$ cat config.mk
export PLATFORM = sky130hd
export DESIGN_NAME = powlib_downfifo_flat
export DESIGN_NICKNAME = d
export VERILOG_FILES = /design/src/rtl/powlib_downfifo_if.sv /design/src/rtl/powlib_downfifo.sv /design/src/flat_wrapper.sv
export SDC_FILE = /design/constraint.sdc
export NUM_CORES = 1
export LEC_CHECK = 0
export CAP_MARGIN = 20
export CORE_MARGIN = 2
export CORE_UTILIZATION = 60
export CTS_CLUSTER_DIAMETER = 150
export DETAILED_ROUTE_END_ITERATION = 10
export PLACE_DENSITY = 0.85
export SYNTH_ARGS = -nofsm -noshare
export SYNTH_HDL_FRONTEND = slang
export SYNTH_SLANG_ARGS = --single-unit
$ cat constraint.sdc
create_clock -name clk -period 9.1 [get_ports clk]
set_clock_uncertainty 0.15 [all_clocks]
set_input_delay 1.365 -clock clk [delete_from_list [all_inputs] [get_ports clk]]
set_output_delay 1.365 -clock clk [all_outputs]
set_load 0.01 [all_outputs]
$ cat src/rtl/powlib_downfifo_if.sv
// Handshake bundle for powlib_downfifo: wide write stream in, narrow read stream out.
interface powlib_downfifo_if #(
    parameter int unsigned W    = 32,
    parameter int unsigned MULT = 2
);
    logic [W*MULT-1:0] wrdata;
    logic              wrvld;
    logic              wrrdy;
    logic [W-1:0]      rddata;
    logic              rdvld;
    logic              rdrdy;

    modport slave (
        input  wrdata, wrvld, rdrdy,
        output wrrdy, rddata, rdvld
    );

    modport master (
        output wrdata, wrvld, rdrdy,
        input  wrrdy, rddata, rdvld
    );
endinterface

$ cat src/rtl/powlib_downfifo.sv
// Width-downsizing FIFO: D-entry wide buffer feeding a shift-out serializer that
// emits each W*MULT word as MULT W-bit slices, low slice first.
module powlib_downfifo #(
    parameter int unsigned W      = 32,
    parameter int unsigned MULT   = 2,
    parameter int unsigned D      = 8,
    parameter int unsigned EASYNC = 0,
    parameter int unsigned EAR    = 0,
    parameter              ID     = "DOWNFIFO",
    parameter int unsigned EDBG   = 0
) (
    input logic              clk,
    input logic              rst,
    powlib_downfifo_if.slave bus
);
    localparam int unsigned WW = W * MULT;
    localparam int unsigned PW = $clog2(D);
    localparam int unsigned CW = $clog2(D + 1);
    localparam int unsigned KW = (MULT > 1) ? $clog2(MULT) : 1;

    logic [WW-1:0] mem_q [D];
    logic [PW-1:0] wr_ptr_q, wr_ptr_d;
    logic [PW-1:0] rd_ptr_q, rd_ptr_d;
    logic [CW-1:0] count_q,  count_d;
    logic          wrrdy_q,  wrrdy_d;
    logic [WW-1:0] ser_q,    ser_d;
    logic [KW-1:0] k_q,      k_d;
    logic          vld_q,    vld_d;

    logic push_c;
    logic xfer_c;
    logic last_c;
    logic pop_c;

    // Compatibility-only parameters: the block is always single-clock, sync reset.
    logic unused_cfg_c;
    assign unused_cfg_c = ^{32'(EASYNC), 32'(EAR), 32'(EDBG), 32'($bits(ID))};

    assign push_c = bus.wrvld & wrrdy_q;
    assign xfer_c = vld_q & bus.rdrdy;
    assign last_c = xfer_c & (k_q == KW'(MULT - 1));
    // Reload the serializer when empty or when its final slice leaves this cycle.
    assign pop_c  = (~vld_q | last_c) & (count_q != '0);

    always_comb begin
        wr_ptr_d = wr_ptr_q;
        rd_ptr_d = rd_ptr_q;
        ser_d    = ser_q;
        k_d      = k_q;
        vld_d    = vld_q;

        if (push_c) begin
            wr_ptr_d = (wr_ptr_q == PW'(D - 1)) ? '0 : wr_ptr_q + PW'(1);
        end
        if (pop_c) begin
            rd_ptr_d = (rd_ptr_q == PW'(D - 1)) ? '0 : rd_ptr_q + PW'(1);
        end

        count_d = count_q + CW'(push_c) - CW'(pop_c);
        wrrdy_d = (count_d < CW'(D));

        // Slice 0 always sits in the low bits, so rddata comes straight off a register.
        if (xfer_c) begin
            ser_d = ser_q >> W;
            k_d   = last_c ? '0 : k_q + KW'(1);
            vld_d = ~last_c;
        end
        if (pop_c) begin
            ser_d = mem_q[rd_ptr_q];
            k_d   = '0;
            vld_d = 1'b1;
        end
    end

    always_ff @(posedge clk) begin
        if (rst) begin
            wr_ptr_q <= '0;
            rd_ptr_q <= '0;
            count_q  <= '0;
            wrrdy_q  <= 1'b1;
            ser_q    <= '0;
            k_q      <= '0;
            vld_q    <= 1'b0;
        end else begin
            wr_ptr_q <= wr_ptr_d;
            rd_ptr_q <= rd_ptr_d;
            count_q  <= count_d;
            wrrdy_q  <= wrrdy_d;
            ser_q    <= ser_d;
            k_q      <= k_d;
            vld_q    <= vld_d;
        end
    end

    always_ff @(posedge clk) begin
        if (push_c) begin
            mem_q[wr_ptr_q] <= bus.wrdata;
        end
    end

    assign bus.wrrdy  = wrrdy_q;
    assign bus.rdvld  = vld_q;
    assign bus.rddata = ser_q[W-1:0];
endmodule

$ cat src/flat_wrapper.sv
// flat-port wrapper written by rule: the top's interface ports become plain ports
module powlib_downfifo_flat 
#(
    parameter int unsigned W      = 32,
    parameter int unsigned MULT   = 2,
    parameter int unsigned D      = 8,
    parameter int unsigned EASYNC = 0,
    parameter int unsigned EAR    = 0,
    parameter              ID     = "        ",
    parameter int unsigned EDBG   = 0
)
  (clk, rst, bus_wrdata, bus_wrvld, bus_rdrdy, bus_wrrdy, bus_rddata, bus_rdvld);
  powlib_downfifo_if #(.W(W), .MULT(MULT)) bus_i ();
  input logic clk;
  input logic rst;
  input wire logic [$bits(bus_i.wrdata)-1:0] bus_wrdata;
  input wire logic [$bits(bus_i.wrvld)-1:0] bus_wrvld;
  input wire logic [$bits(bus_i.rdrdy)-1:0] bus_rdrdy;
  output wire logic [$bits(bus_i.wrrdy)-1:0] bus_wrrdy;
  output wire logic [$bits(bus_i.rddata)-1:0] bus_rddata;
  output wire logic [$bits(bus_i.rdvld)-1:0] bus_rdvld;
  assign bus_i.wrdata = bus_wrdata;
  assign bus_i.wrvld = bus_wrvld;
  assign bus_i.rdrdy = bus_rdrdy;
  assign bus_wrrdy = bus_i.wrrdy;
  assign bus_rddata = bus_i.rddata;
  assign bus_rdvld = bus_i.rdvld;
  powlib_downfifo #(.W(W), .MULT(MULT), .D(D), .EASYNC(EASYNC), .EAR(EAR), .ID(ID), .EDBG(EDBG)) u_core (.clk(clk), .rst(rst), .bus(bus_i));
endmodule
**After elaboration in Yosys (flattened, before gate mapping)**

Memory sizes are Yosys's and may differ from the RTL's. A register that Yosys moved wholly into a read port is not among the register bits.
Index checks and enable logic that the tools add are counted.

- Register bits: 77
- Bits in writable memories: 512
- Bits of input ports: 68
- Output and inout port bits: 34
- Logic and storage cells: 37
- Memories: 1

- $add $sub $neg: 5
- Order comparisons: 1
- Equal/unequal tests: 2
- Muxes and demuxes: 11
- Bitwise logic cells: 7
- Reductions and logical operators: 3

Memories:

| name | words | bits a word | rd ports | clocked after memory_dff | wr ports | line | RTL |
|---|---|---|---|---|---|---|---|
| u_core.mem_q | 8 | 64 | 1 | 1 | 1 | powlib_downfifo.sv:21 | `logic [WW-1:0] mem_q [D];` |

Operators with widths:

| cell | number |
|---|---|
| $mux W64 | 2 |
| $mux W3 | 4 |
| $add A3 B1 Y3 const B | 2 |
| $eq A3 B3 Y1 const B | 2 |
| $mux W1 | 5 |
| $add A4 B1 Y4 | 1 |
| $and A1 B1 Y1 | 4 |
| $lt A4 B4 Y1 const B | 1 |
| $reduce_bool A4 Y1 | 1 |
| $sub A4 B1 Y4 | 1 |
| $not A1 Y1 | 2 |
| $reduce_bool A2 Y1 | 1 |
| $reduce_or A2 Y1 | 1 |
| $add A1 B1 Y1 const B | 1 |
| $or A1 B1 Y1 | 1 |

**Longest topological paths before layout**

Gate-level depths: netlist of run 1.

- Word-level depth: 6
- Gate-level depth with buffers: 13

**Worst setup path before layout of run 1**

OpenSTA, ideal clock, no wires.

- Path kind: input to register
- From: input port bus_wrvld
- To: memory u_core.mem_q[0][0] in the netlist's numbering (enable)
- Arrival: 7.619 ns
- Data required time: 8.306 ns
- Path slack: 0.687 ns
- Stages: 2
- Path buffers: 0
- Path through: nand2_1 nor4_1

- Longest elaborated chain between the ends: 3

Ends and longest elaborated chain:

| what | line | RTL |
|---|---|---|
| from (decl) | flat_wrapper.sv:17 | `input wire logic [$bits(bus_i.wrvld)-1:0] bus_wrvld;` |
| $and A1 B1 Y1 | powlib_downfifo.sv:39 | `assign push_c = bus.wrvld & wrrdy_q;` |
| $mux W1 | powlib_downfifo.sv:96 | `if (push_c) begin` |
| $mux W1 (implied by the code) | powlib_downfifo.sv:97 | `mem_q[wr_ptr_q] <= bus.wrdata;` |
| to (decl) | powlib_downfifo.sv:21 |  |

Every way passes these cells.

**Worst setup path in the final report of run 1**

- From: input port bus_rdrdy
- To: register u_core.wrrdy_q, in the netlist u_core.bus.wrrdy

- Longest elaborated chain between the ends: 6

Ends and longest elaborated chain:

| what | line | RTL |
|---|---|---|
| from (decl) | flat_wrapper.sv:18 | `input wire logic [$bits(bus_i.rdrdy)-1:0] bus_rdrdy;` |
| $and A1 B1 Y1 | powlib_downfifo.sv:40 | `assign xfer_c = vld_q & bus.rdrdy;` |
| $and A1 B1 Y1 | powlib_downfifo.sv:41 | `assign last_c = xfer_c & (k_q == KW'(MULT - 1));` |
| $or A1 B1 Y1 | powlib_downfifo.sv:43 | `assign pop_c = (~vld_q \| last_c) & (count_q != '0);` |
| $and A1 B1 Y1 | powlib_downfifo.sv:43 |  |
| net u_core.pop_c | powlib_downfifo.sv:33 | `logic pop_c;` |
| $sub A4 B1 Y4 | powlib_downfifo.sv:59 | `count_d = count_q + CW'(push_c) - CW'(pop_c);` |
| $lt A4 B4 Y1 | powlib_downfifo.sv:60 | `wrrdy_d = (count_d < CW'(D));` |
| to (signal assigned) | powlib_downfifo.sv:88 | `wrrdy_q <= wrrdy_d;` |
| to (decl) | powlib_downfifo.sv:25 | `logic wrrdy_q, wrrdy_d;` |

The timed path passes the listed nets, and every way through them passes these cells.
A chain may end at the register's enable or synchronous reset.

==> results.sh, run 1 <==
export IMPL_peakVddDrop_mv=0.161
export IMPL_dieWidth_um=198
export IMPL_whs_path_depth=1
export IMPL_synth_compound_area_frac=0.0545
export IMPL_final_area_mm2=0.0256
export IMPL_routed_wl_um=47600
export IMPL_root_buffer="clkbuf_16"
export IMPL_fp_dieH_um=198
export IMPL_netlist_area_mm2=0.0226
export IMPL_drc_errors=0
export IMPL_portBuffers=101
export IMPL_fp_row_count=71
export IMPL_first_global_vias=11600
export IMPL_io_pins=102
export IMPL_period_share=0.428
export IMPL_max_freq_mhz=257
export IMPL_power_leakage_uw=0.00793
export IMPL_grt_util_all_layers=0.247
export IMPL_cp_end_kind="register"
export IMPL_hold_viol=0
export IMPL_cts_tree="yes"
export IMPL_start_kind="input port"
export IMPL_tns_ns=0
export IMPL_pre_cts_ws_ns=4.64
export IMPL_drv_slew=0
export IMPL_period_minus_slack_ns=3.89
export IMPL_yosys_warnings=0
export IMPL_initial_core_util=0.605
export IMPL_dp_hpwl_um=25000
export IMPL_drive_above_1_share=0.170
export IMPL_cts_resized=0
export IMPL_grt_pass1_wl_um=70700
export IMPL_worstPathCellList="clkdlybuf4s50_1 -> a21bo_2 -> nand2_2 -> buf_4 -> inv_1 -> ha_1 -> inv_1 -> ha_1 -> a21o_1 -> a21oi_1 -> xnor2_1 -> or2_2"
export IMPL_ctsLongestPathBuffers=3
export IMPL_drv_cap=0
export IMPL_place_congestion=0.766
export IMPL_post_cts_buffers=0
export IMPL_slowest_delay_ns=0.54
export IMPL_synth_simple_area_share=0.0244
export IMPL_seq_area_mm2=0.0170
export IMPL_synthDistinctLibCells=41
export IMPL_ys_ff_latch=592
export IMPL_vias=11300
export IMPL_cts_num_sinks=592
export IMPL_drt_iter0_drc=1330
export IMPL_syn_nets=1234
export IMPL_worst_path_max_delay_cell="buf_4"
export IMPL_reg2reg_depth=6
export IMPL_path_max_fanout=56
export IMPL_critical_path_arrival_ns=4.21
export IMPL_worst_pin_slew_ns=1.10
export IMPL_critical_path_top_delay_family="buffers and inverters"
export IMPL_avgSynthCellArea_um2=19.5
export IMPL_syn_inst=1156
export IMPL_path_depth=12
export IMPL_slew_headroom=0.267
export IMPL_area_growth_pct=13.4
export IMPL_critPathRequiredTime_ns=9.42
export IMPL_via_per_inst=6.44
export IMPL_dieArea_mm2=0.0392
export IMPL_core_mm2=0.0373
export IMPL_drt_pass1_iter_count=6
export IMPL_clk_latency_ns=0.59
export IMPL_multi_input_area_mm2=0.00494
export IMPL_hp_class="reg -> reg"
export IMPL_numCtsBuffers=55
export IMPL_final_setup_viol_count=0
export IMPL_gr_total_overflow=0
export IMPL_antenna_found_initial=5
export IMPL_synth_xor_area_frac=0.00116
export IMPL_final_nets=1313
export IMPL_synth_seq_area_share=0.753
export IMPL_status="complete, no violations"
export IMPL_grt_max_degree=65
export IMPL_r2r_setup_slack_ns=5.54
export IMPL_clk_pin_slew_ns=0.06
export IMPL_muxShareOfSynthArea=0.131
export IMPL_hold_buffers=0
export IMPL_wl_per_cell_um=27.1
export IMPL_synth_top_family_by_area="multiplexers"
export IMPL_fillers=2211
export IMPL_rsz0062_at_grt="false"
export IMPL_powerDensity_mw_per_mm2=275
export IMPL_cts_max_level=2
export IMPL_critical_path_buf_inv_count=4
export IMPL_fin_ws_ns=5.21
export IMPL_synth_adder_area_share=0.00588
export IMPL_placed_area_mm2=0.0237
export IMPL_path_class="in -> reg"
export IMPL_ant_nets=0
[Yosys cell counts, drive strengths merged]
cell       n  area share
a21bo      1     0.00044
a21o       1     0.00033
or2        1     0.00028
xnor2      3      0.0012
nor2       8      0.0021
or3b       1     0.00039
fa         1     0.00089
mux2       1     0.00050
a221o     13      0.0058
or3        1     0.00028
edfxtp   512        0.68
a211oi    20      0.0069
clkbuf    17      0.0030
a311oi    19      0.0074
nand2     49      0.0082
nand3b     1     0.00033
mux2i     77       0.034
a21oi      8      0.0018
mux4      96       0.096
ha         9      0.0050
nor2b     22      0.0061
nor3      19      0.0042
nor4       1     0.00028
buf       84       0.027
a22o      32       0.012
nor3b      3      0.0012
nand2b     2     0.00055
dfxtp     80       0.071
o21ai     32      0.0071
and2       2     0.00055
inv        8      0.0013
o2bb2ai   32       0.012
[layer usage]
| metal | track usage | part of all wire | vias up | wire length (um) |
|---|---|---|---|---|
| li1 | - | - | 4819 | - |
| met1 | 0.334 | 0.39 | 5800 | 18500 |
| met2 | 0.403 | 0.50 | 595 | 23800 |
| met3 | 0.0497 | 0.079 | 108 | 3760 |
| met4 | 0.0899 | 0.031 | 4 | 1470 |
| met5 | 0 | 0.00050 | - | 24 |
[cell usage in the layout (no fill, tap or decap), drive strengths merged, types with 23 or more instances in the layout]
| cell type | n |
|---|---|
| buf | 23 |
| o21ai | 32 |
| a22o | 32 |
| edfxtp | 512 |
| mux2i | 77 |
| dfxtp | 80 |
| o2bb2ai | 32 |
| clkdlybuf4s50 | 100 |
| mux4 | 96 |
| clkbuf | 78 |
| nand2 | 49 |
[power breakdown]
| part | leakage (uW) | switching (uW) | internal [uW] |
|---|---|---|---|
| sequential | 0.00530 | 217 | 3210 |
| combinational | 0.00174 | 668 | 610 |
| clock | 0.000893 | 965 | 1350 |
| total | 0.00793 | 1850 | 5170 |
[cell families (layout without fill, tap and decap cells)]
kind of cell,count (synthesis),after routing
buf+inv,109,235
xor+xnor,3,3
simple gates,110,110
other cells,0,3
mux,174,174
flops,592,592
compound gates,158,158
fa+ha+maj,10,10
[worst register-to-register path: stages (launching register included)]
cell and delay, ns:
dfxtp_4 0.55, buf_4 0.64, buf_4 0.74, nor2b_2 0.61, buf_4 0.44, a22o_1 0.24, o2bb2ai_1 0.08
[stage by stage]
step	total power (uW)	util	hold WS (ns)	cells
after floorplan	4370	-	0.282	1156
after global placement	4690	0.636	0.297	1652
after detailed placement	4740	0.636	0.299	1652
after CTS	7050	0.685	0.311	1756
after global routing	7250	0.685	0.331	1758
final	7020	0.685	0.322	1759
[path summary, 6_finish.rpt]
check,end,start
setup / recovery,u_core.bus.wrrdy$_SDFF_PP1_,bus_rdrdy
hold / removal,u_core.ser_q[36]$_SDFFE_PP0P_,u_core.ser_q[36]$_SDFFE_PP0P_
setup reg to reg,u_core.ser_q[35]$_SDFFE_PP0P_,register
hold reg to reg,u_core.ser_q[36]$_SDFFE_PP0P_,u_core.ser_q[36]$_SDFFE_PP0P_
[flip-flops by register name (all words and copies together) (netlist names), named ones only]
name	count
u_core.mem_q	512
u_core.ser_q	64
u_core.count_q	4
u_core.rd_ptr_q	3
u_core.wr_ptr_q	3
u_core.bus.rdvld	1
u_core.bus.wrrdy	1
u_core.k_q	1
[layout make-up]
cell class              instances  share of cell area
inverters                       8             0.00117
diodes                          3            0.000294
flip-flops and latches        592               0.664
well taps                     474              0.0232
clock inverters                26              0.0115
repair buffers                123              0.0458
clock buffers                  78              0.0604
multi-input cells             455               0.193
(Power assumes the default switching activity.)
==> inputs of run 2 (changes only) <==
- clock period: 9.1 -> 3.7 ns (I/O delays scaled with it)
==> run 2 against run 1 <==
Net effect: critical path depth unchanged; via count increased by 1.5%; worst hold slack about the same; critical path type is now reg -> reg; worst setup slack got worse by 4.2 ns; sequential power increased by 150%; sequential share of layout area decreased by 0.74 points; largest cell class unchanged; critical endpoint unchanged; cell area increased by 1.1%; die area unchanged.
==> results.sh, run 2 (synthesis gave the netlist of run 1 again) <==
export IMPL_power_leakage_uw=0.00807
export IMPL_largest_reg_flops=512
export IMPL_final_nets=1325
export IMPL_area_growth_pct=14.6
export IMPL_drv_cap=0
export IMPL_hold_buffers=0
export IMPL_max_freq_mhz=374
export IMPL_clk_pin_slew_ns=0.06
export IMPL_core_mm2=0.0373
export IMPL_cts_resized=0
export IMPL_initial_core_util=0.605
export IMPL_drt_iter0_drc=1102
export IMPL_place_congestion=0.800
export IMPL_post_cts_buffers=0
export IMPL_dieWidth_um=198
export IMPL_numCtsBuffers=55
export IMPL_rsz0062_at_grt="false"
export IMPL_wl_per_cell_um=26.9
export IMPL_critical_path_buf_inv_count=3
export IMPL_path_max_fanout=4
export IMPL_slowest_delay_ns=0.42
export IMPL_tns_ns=0
export IMPL_intPower_uw=12900
export IMPL_final_setup_viol_count=0
export IMPL_dieArea_mm2=0.0392
export IMPL_drive_above_1_share=0.186
export IMPL_via_per_inst=6.49
export IMPL_grt_util_all_layers=0.250
export IMPL_clk_latency_ns=0.58
export IMPL_vias=11500
export IMPL_cts_max_level=2
export IMPL_swShare=0.261
export IMPL_comb_power_share=0.186
export IMPL_clockPowerShare=0.331
export IMPL_root_buffer="clkbuf_16"
export IMPL_grt_pass1_wl_um=71600
export IMPL_peakVddDrop_mv=0.462
export IMPL_period_minus_slack_ns=2.68
export IMPL_cp_end_kind="register"
export IMPL_powerDensity_mw_per_mm2=674
export IMPL_hold_viol=0
export IMPL_ctsLongestPathBuffers=3
export IMPL_period_share=0.723
export IMPL_cts_tree="yes"
export IMPL_slew_headroom=0.431
export IMPL_grt_max_degree=65
export IMPL_drt_pass1_iter_count=5
export IMPL_critical_path_arrival_ns=2.99
export IMPL_fp_dieH_um=198
export IMPL_p_switching_uw=4550
export IMPL_critical_path_top_delay_family="simple AND/OR/NAND/NOR gates"
export IMPL_layout_commonest_cell="edfxtp_1"
export IMPL_path_class="reg -> reg"
export IMPL_final_util=0.693
export IMPL_start_kind="register"
export IMPL_largestRegisters="u_core.mem_q (512), u_core.ser_q (64), u_core.count_q (4)"
export IMPL_io_pins=102
export IMPL_hp_class="reg -> reg"
export IMPL_dp_hpwl_um=26300
export IMPL_drc_errors=0
export IMPL_portBuffers=101
export IMPL_first_global_vias=11900
export IMPL_cts_num_sinks=592
export IMPL_critPathRequiredTime_ns=4.02
export IMPL_drv_slew=0
export IMPL_worst_pin_slew_ns=0.854
export IMPL_worstPathCellList="inv_1 -> ha_1 -> or3b_1 -> nand2_2 -> inv_1 -> ha_1 -> inv_1 -> ha_1 -> a21o_1 -> a21oi_1 -> xnor2_1 -> or2_2"
export IMPL_max_flop_register="u_core.mem_q"
export IMPL_layout_common_cells="edfxtp_1, clkdlybuf4s50_1, mux4_2, mux2i_1, dfxtp_1"
export IMPL_fp_row_count=71
export IMPL_gr_total_overflow=0
export IMPL_antenna_found_initial=7
export IMPL_ant_nets=0
export IMPL_status="complete, no violations"
export IMPL_worst_path_max_delay_cell="or3b_1"
export IMPL_p_seq_frac=0.483
export IMPL_routed_wl_um=47700
==> run 2: cell types whose count changed in the layout (fill, tap and decap cells not counted), moves of 4 or more <==
cell,change
clkinv_2,+4
nor3_2,-4
buf_12,+8
clkbuf_8,+8
clkbuf_1,-7
nor3_4,+4
buf_4,+4
clkinv_1,-5
==> run 2: power by group through the flow <==
stage	Clock [uW]	Combinational, uW	Sequential, uW
CTS	5830	3270	8410
finish	5780	3250	8410
global placement	0	3100	8520
global route	6060	3490	8460
detailed placement	0	3220	8530
floorplan	0	2520	8210
==> run 2: metal layers <==
layer / up-vias / GRT usage / wire [um]
met1: 5913 / 0.330 / 18300
met4: 8 / 0.0969 / 1600
met2: 577 / 0.416 / 24000
met5: - / 0 / 50
li1: 4864 / - / -
met3: 131 / 0.0502 / 3760
==> run 2: path summary, 6_finish.rpt <==
path / startpoint / slack (ns) / end / cells past startpoint
setup / recovery: u_core.count_q[2]$_SDFF_PP0_ / 1.02 / u_core.bus.wrrdy$_SDFF_PP1_ / 12
hold / removal: u_core.ser_q[39]$_SDFFE_PP0P_ / 0.32 / u_core.ser_q[39]$_SDFFE_PP0P_ / 1
setup reg to reg: u_core.count_q[2]$_SDFF_PP0_ / 1.02 / u_core.bus.wrrdy$_SDFF_PP1_ / 12
hold reg to reg: u_core.ser_q[39]$_SDFFE_PP0P_ / 0.32 / u_core.ser_q[39]$_SDFFE_PP0P_ / 1
==> run 2: stage by stage <==
step	total power, uW	setup WS [ns]	hold WS, ns	instance area (um^2)	cells
floorplan	10700	-0.683	0.282	22600	1156
CTS	17500	1.03	0.320	25800	1767
detailed placement	11700	0.669	0.297	23900	1664
finish	17400	1.02	0.322	25900	1771
global route	18000	0.899	0.333	25900	1769
global placement	11600	0.715	0.297	23900	1664
==> run 2: cell type report <==
cell class / instances / area [um^2]
sequential: 592 / 17000
fill: 2179 / 11500
multi-input combinational: 455 / 4980
clock buffer: 80 / 1650
timing repair buffer: 135 / 1360
tap: 474 / 593
clock inverter: 23 / 246
inverter: 8 / 30.0
antenna: 4 / 10.0
==> run 2: worst register-to-register path, stage by stage, from the launching register on <==
cell	delay (ns)
dfxtp_1	0.30
inv_1	0.08
ha_1	0.16
or3b_1	0.42
nand2_2	0.10
inv_1	0.08
ha_1	0.21
inv_1	0.08
ha_1	0.24
a21o_1	0.19
a21oi_1	0.18
xnor2_1	0.10
or2_2	0.27
